===== src/rtl/pipe_scroller.sv =====
// Scrolling pipe buffer for a flappy-bird style game: 16 columns, IDLE/RUN/HIT control and a saturating score.
// Optional build macro PIPE_BIRD_OVERLAY_EN ORs the bird pixel into the readout of the bird column.
module pipe_scroller #(
    parameter int BIRD_COL = 2
) (
    input  logic        clk,
    input  logic        reset,
    input  logic        tick,
    input  logic [15:0] col_in,
    input  logic        start,
    input  logic [3:0]  bird_row,
    input  logic [3:0]  rd_col,
    output logic [15:0] rd_data,
    output logic        running,
    output logic        hit,
    output logic [7:0]  score
);

    localparam logic [1:0] S_IDLE = 2'd0;
    localparam logic [1:0] S_RUN  = 2'd1;
    localparam logic [1:0] S_HIT  = 2'd2;

    localparam logic [3:0] BIRD_IDX = BIRD_COL[3:0];

    logic [1:0]  state_q, state_d;
    logic [7:0]  score_q, score_d;
    logic [15:0] col_q [16];
    logic [15:0] col_d [16];
    logic        collision;

    function automatic logic [7:0] sat_inc(input logic [7:0] v);
        return (v == 8'hFF) ? v : v + 8'd1;
    endfunction

    // The overlay is display-only; collision always looks at the raw buffer.
    assign collision = (state_q == S_RUN) && col_q[BIRD_IDX][bird_row];

    always_comb begin
        state_d = state_q;
        score_d = score_q;
        for (int i = 0; i < 16; i++) col_d[i] = col_q[i];
        case (state_q)
            S_IDLE, S_HIT: begin
                if (start) begin
                    state_d = S_RUN;
                    score_d = 8'd0;
                    for (int i = 0; i < 16; i++) col_d[i] = 16'h0000;
                end
            end
            S_RUN: begin
                // Collision wins over a simultaneous tick: the buffer freezes as hit.
                if (collision) begin
                    state_d = S_HIT;
                end else if (tick) begin
                    for (int i = 0; i < 15; i++) col_d[i] = col_q[i+1];
                    col_d[15] = col_in;
                    if (col_q[BIRD_IDX] != 16'h0000) score_d = sat_inc(score_q);
                end
            end
            default: state_d = S_IDLE;
        endcase
    end

    always_ff @(posedge clk or negedge reset) begin
        if (!reset) begin
            state_q <= S_IDLE;
            score_q <= 8'd0;
            for (int i = 0; i < 16; i++) col_q[i] <= 16'h0000;
        end else begin
            state_q <= state_d;
            score_q <= score_d;
            for (int i = 0; i < 16; i++) col_q[i] <= col_d[i];
        end
    end

    assign running = (state_q == S_RUN);
    assign hit     = (state_q == S_HIT);
    assign score   = score_q;

`ifdef PIPE_BIRD_OVERLAY_EN
    assign rd_data = col_q[rd_col] | ((rd_col == BIRD_IDX) ? (16'd1 << bird_row) : 16'd0);
`else
    assign rd_data = col_q[rd_col];
`endif

endmodule


===== config.mk =====
export PLATFORM = sky130hd
export DESIGN_NAME = pipe_scroller
export DESIGN_NICKNAME = d
export VERILOG_FILES = /design/src/rtl/pipe_scroller.sv
export SDC_FILE = /design/constraint.sdc
export NUM_CORES = 1
export LEC_CHECK = 0
export ABC_AREA = 1
export CAP_MARGIN = 20
export CORE_ASPECT_RATIO = 0.7
export CORE_MARGIN = 2
export CORE_UTILIZATION = 66
export CTS_CLUSTER_SIZE = 24
export DETAILED_ROUTE_END_ITERATION = 8
export PLACE_DENSITY = 0.85
export SLEW_MARGIN = 10
export SYNTH_ARGS = -nofsm -noshare
export SYNTH_HDL_FRONTEND = slang
export SYNTH_SLANG_ARGS = --single-unit

===== constraint.sdc =====
create_clock -name clk -period 3.7 [get_ports clk]
set_clock_uncertainty 0.2 [all_clocks]
set_input_delay 0.37 -clock clk [delete_from_list [all_inputs] [get_ports clk]]
set_output_delay 0.37 -clock clk [all_outputs]
set_load 0.03 [all_outputs]

==> results.md <==
- Worst path max stage delay: 0.64 ns
- Global-route wire length before repair: ~56,000 um
- Post-layout power: 8850 uW
- Yosys warns: 0
- Top delay family on crit path: buffers and inverters
- Via-to-Cell Ratio: 5.97
- Share of layout cells above drive strength 1: between 10% and 20%
- Crit-path cells: buf_2 -> buf_4 -> a21oi_1 -> o21ai_0 -> o21ai_0 -> o211ai_1 -> nand2_1 -> clkdlybuf4s50_1
- Finished Layout Cells: ~2,000
- Via count of the first global-routing pass: approximately 11,000
- Die extent in x: between 150 and 200 um
- Worst setup margin: 0.572 ns
- Max-slew headroom at the worst pin: roughly half
- Antenna violations before repair: 0
- Final Net Count: between 1,500 and 2,000
- Result of the run: completed
- Register bit count reported by yosys: between 200 and 300
- Routed WL per cell: between 15 and 20 um
- Global placer's final weighted congestion: about 0.81
- Pre-CTS worst setup slack: 0.656 ns
- Deepest clock path buffer count: 3
- Ant diodes: 0
- Buffers and inverters on the worst path: 3
- Static Leak: approximately 0.0064 uW
- Required time of the worst setup path: roughly 3.1 ns
- Number of fill cells in the layout: roughly 1,500
- Max Cap Violations: 0
- Standard-cell rows: 44
- Effective utilization at floorplan: between 60% and 70%
- Cell with the biggest individual delay on the critical path: sky130_fd_sc_hd__clkdlybuf4s50_1
- Power per cell area: ~570 mW/mm^2
- Root buffer selected by CTS: sky130_fd_sc_hd__clkbuf_16
- Post-route clock period utilization: ~85%
- Pin count of the biggest net entering global routing: 160
- Register-to-Register Setup Slack: roughly 1.2 ns
- Maximum fanout count along the critical path: 36
- Achievable Freq: 320 MHz
- Startpoint types: primary input
- Global-route congestion overflow total: 0
- Area Growth Syn to Fin: 8.85%
- Number of buffers created by CTS: 25
- Die height: 127 um
- Worst ir drop on vdd: 0.000687 V
- Slew at the pin closest to its max-slew limit: between 0.7 and 0.8 ns
- Syn Area/Cell: 8.44 um^2
- Total GRT Usage: 30.9%
- Number of sinks driven by the clock tree: between 200 and 300
- H-tree depth: 1
- Buffers added on ports: 53
- TritonCTS clock tree: yes
- Gate count of the mapped netlist: ~1,700
- Crit path capture type: output pin
- Final Max Tran Viols: 0
- Top library cells by usage in the layout, fill and taps aside: sky130_fd_sc_hd__nand2_1 (569), sky130_fd_sc_hd__dfrtp_1 (266), sky130_fd_sc_hd__o21ai_2 (168)
- Latest clock arrival within the worst-skew pair: 0.52 ns
- Synth unique cells: 29
- Via count: approximately 12,000
- Kind of path behind the tightest hold check: primary input to register
- Path type of the worst setup path: primary input to output pin
- Core region area: ~0.021 mm^2
- Sequential element share of the synthesized area: a little under half
- Data arrival time of the critical path: roughly 2.6 ns
- Number of design rule violations left after detail routing: 0
- Remaining antenna violation count: 0
- Post-Syn Area: 0.0142 mm^2
- Most common library cell in the layout ignoring fill and taps: sky130_fd_sc_hd__nand2_1
- Cell total after placement: ~1,900
- Clock transition at the registers of the reported paths: 0.06 ns
- Total negative setup slack: 0 ns
- Initial DRC Count: between 1,000 and 1,500
- Ports placed on the boundary: 54
- HPWL reported at the end of detailed placement: roughly 21,000 um
- Crit path time final: approximately 3.1 ns
- Net Count, Synth: around 1,700
- Final count of hold timing violations: 0
- Final setup fails: 0
- Crit path top cell by count: sky130_fd_sc_hd__o21ai_0
- Die area: about 0.023 mm^2
- DR pass1 iterations: 6
- Detailed Route WL: 33,800 um
- Buffer count from post-CTS setup fixing: 0
- Unrepaired setup endpoints after global routing: false
-- metrics by stage --
step	util (%)	hold WS, ns	area, um^2
floorplan	-	-0.126	14200
global placement	69.8	0.217	14600
detailed placement	69.8	0.208	14600
CTS	73.9	0.210	15500
global route	73.9	0.235	15500
finish	73.9	0.222	15500
-- cell type report --
cell class,instances,area (um^2),area share (%)
well taps,276,345,2.23
flip-flops and latches,266,6660,43.1
repair buffers,88,942,6.10
multi-input cells,1189,6300,40.8
inverters,95,362,2.34
clock inverters,7,110,0.713
clock buffers,37,731,4.73
-- path summary, 6_finish.rpt --
check / depth (start not counted) / end / startpoint
setup / recovery: 8 / rd_data[1] / rd_col[1]
hold / removal: 3 / col_q[11] / col_in[11]
setup reg to reg: 7 / score[7] / state_q[0]
hold reg to reg: 2 / col_q[249] / col_q[249]
max in group asynchronous: 3 / col_q[7] / reset
min in group asynchronous: 2 / score[3] / reset
-- Yosys cell counts --
| master | n | area, um^2 |
|---|---|---|
| sky130_fd_sc_hd__o211ai_1 | 64 | 480 |
| sky130_fd_sc_hd__clkbuf_1 | 57 | 214 |
| sky130_fd_sc_hd__inv_2 | 2 | 7.51 |
| sky130_fd_sc_hd__inv_1 | 91 | 342 |
| sky130_fd_sc_hd__nand2_4 | 1 | 11.3 |
| sky130_fd_sc_hd__ha_1 | 1 | 12.5 |
| sky130_fd_sc_hd__buf_4 | 17 | 128 |
| sky130_fd_sc_hd__nand4_1 | 13 | 81.3 |
| sky130_fd_sc_hd__nand2_1 | 569 | 2140 |
| sky130_fd_sc_hd__nand2_8 | 1 | 20.0 |
| sky130_fd_sc_hd__buf_1 | 3 | 11.3 |
| sky130_fd_sc_hd__a21oi_1 | 84 | 420 |
| sky130_fd_sc_hd__clkinv_1 | 1 | 3.75 |
| sky130_fd_sc_hd__buf_6 | 39 | 439 |
| sky130_fd_sc_hd__inv_6 | 1 | 8.76 |
| sky130_fd_sc_hd__o21ai_4 | 1 | 16.3 |
| sky130_fd_sc_hd__nor2_1 | 28 | 105 |
| sky130_fd_sc_hd__or2_2 | 1 | 6.26 |
| sky130_fd_sc_hd__o21ai_0 | 114 | 571 |
| sky130_fd_sc_hd__nand3_1 | 34 | 170 |
| sky130_fd_sc_hd__nor2_4 | 1 | 11.3 |
| sky130_fd_sc_hd__mux2i_1 | 48 | 480 |
| sky130_fd_sc_hd__dfrtp_1 | 266 | 6660 |
| sky130_fd_sc_hd__o21ai_1 | 58 | 290 |
| sky130_fd_sc_hd__nand2_2 | 1 | 6.26 |
| sky130_fd_sc_hd__buf_2 | 16 | 80.1 |
| sky130_fd_sc_hd__o21ai_2 | 168 | 1470 |
| sky130_fd_sc_hd__o22ai_1 | 1 | 6.26 |
| sky130_fd_sc_hd__xnor2_1 | 1 | 8.76 |
-- state kept, by name, indices dropped and copies added, names as in the netlist --
name	cells
score	8
col_q	256
state_q	2
-- worst register-to-register path, stage by stage, from the launching register on --
cell	delay (ns)
sky130_fd_sc_hd__dfrtp_1	0.45
sky130_fd_sc_hd__inv_2	0.07
sky130_fd_sc_hd__nor2_4	0.19
sky130_fd_sc_hd__buf_4	0.57
sky130_fd_sc_hd__nand2_1	0.39
sky130_fd_sc_hd__nand3_1	0.36
sky130_fd_sc_hd__nand2_1	0.11
sky130_fd_sc_hd__nand2_1	0.09
-- logic make-up (layout without fill, tap and decap cells) --
kind of cell / Yosys count / count (layout) / share of synthesized area [%]
AND/OR/NAND/NOR: 649 / 649 / 17.9
AO/OA/AOI/OAI: 490 / 490 / 22.9
adder cells (fa/ha/maj): 1 / 1 / 0.0881
multiplexers: 48 / 48 / 3.38
buffers and inverters: 227 / 227 / 8.69
flip-flops: 266 / 266 / 46.9
XOR/XNOR: 1 / 1 / 0.0617
-- timing repair --
action	CTS	global route
gates resized for setup	0	0
hold buffers	1	0
endpoints found under the hold margin	80	0
-- report_power, final --
part           switching, uW  total, uW  internal [uW]
Combinational           2120       2810            693
Sequential               233       3370           3130
Clock                   1100       2670           1570
-- layer usage --
layer | wire length (um) | track usage, %
met1 | 15300 | 46.4
met4 | 765 | 8.59
met2 | 15100 | 46.2
met5 | 0 | 0
met3 | 2630 | 6.03
(Power assumes the default switching activity.)
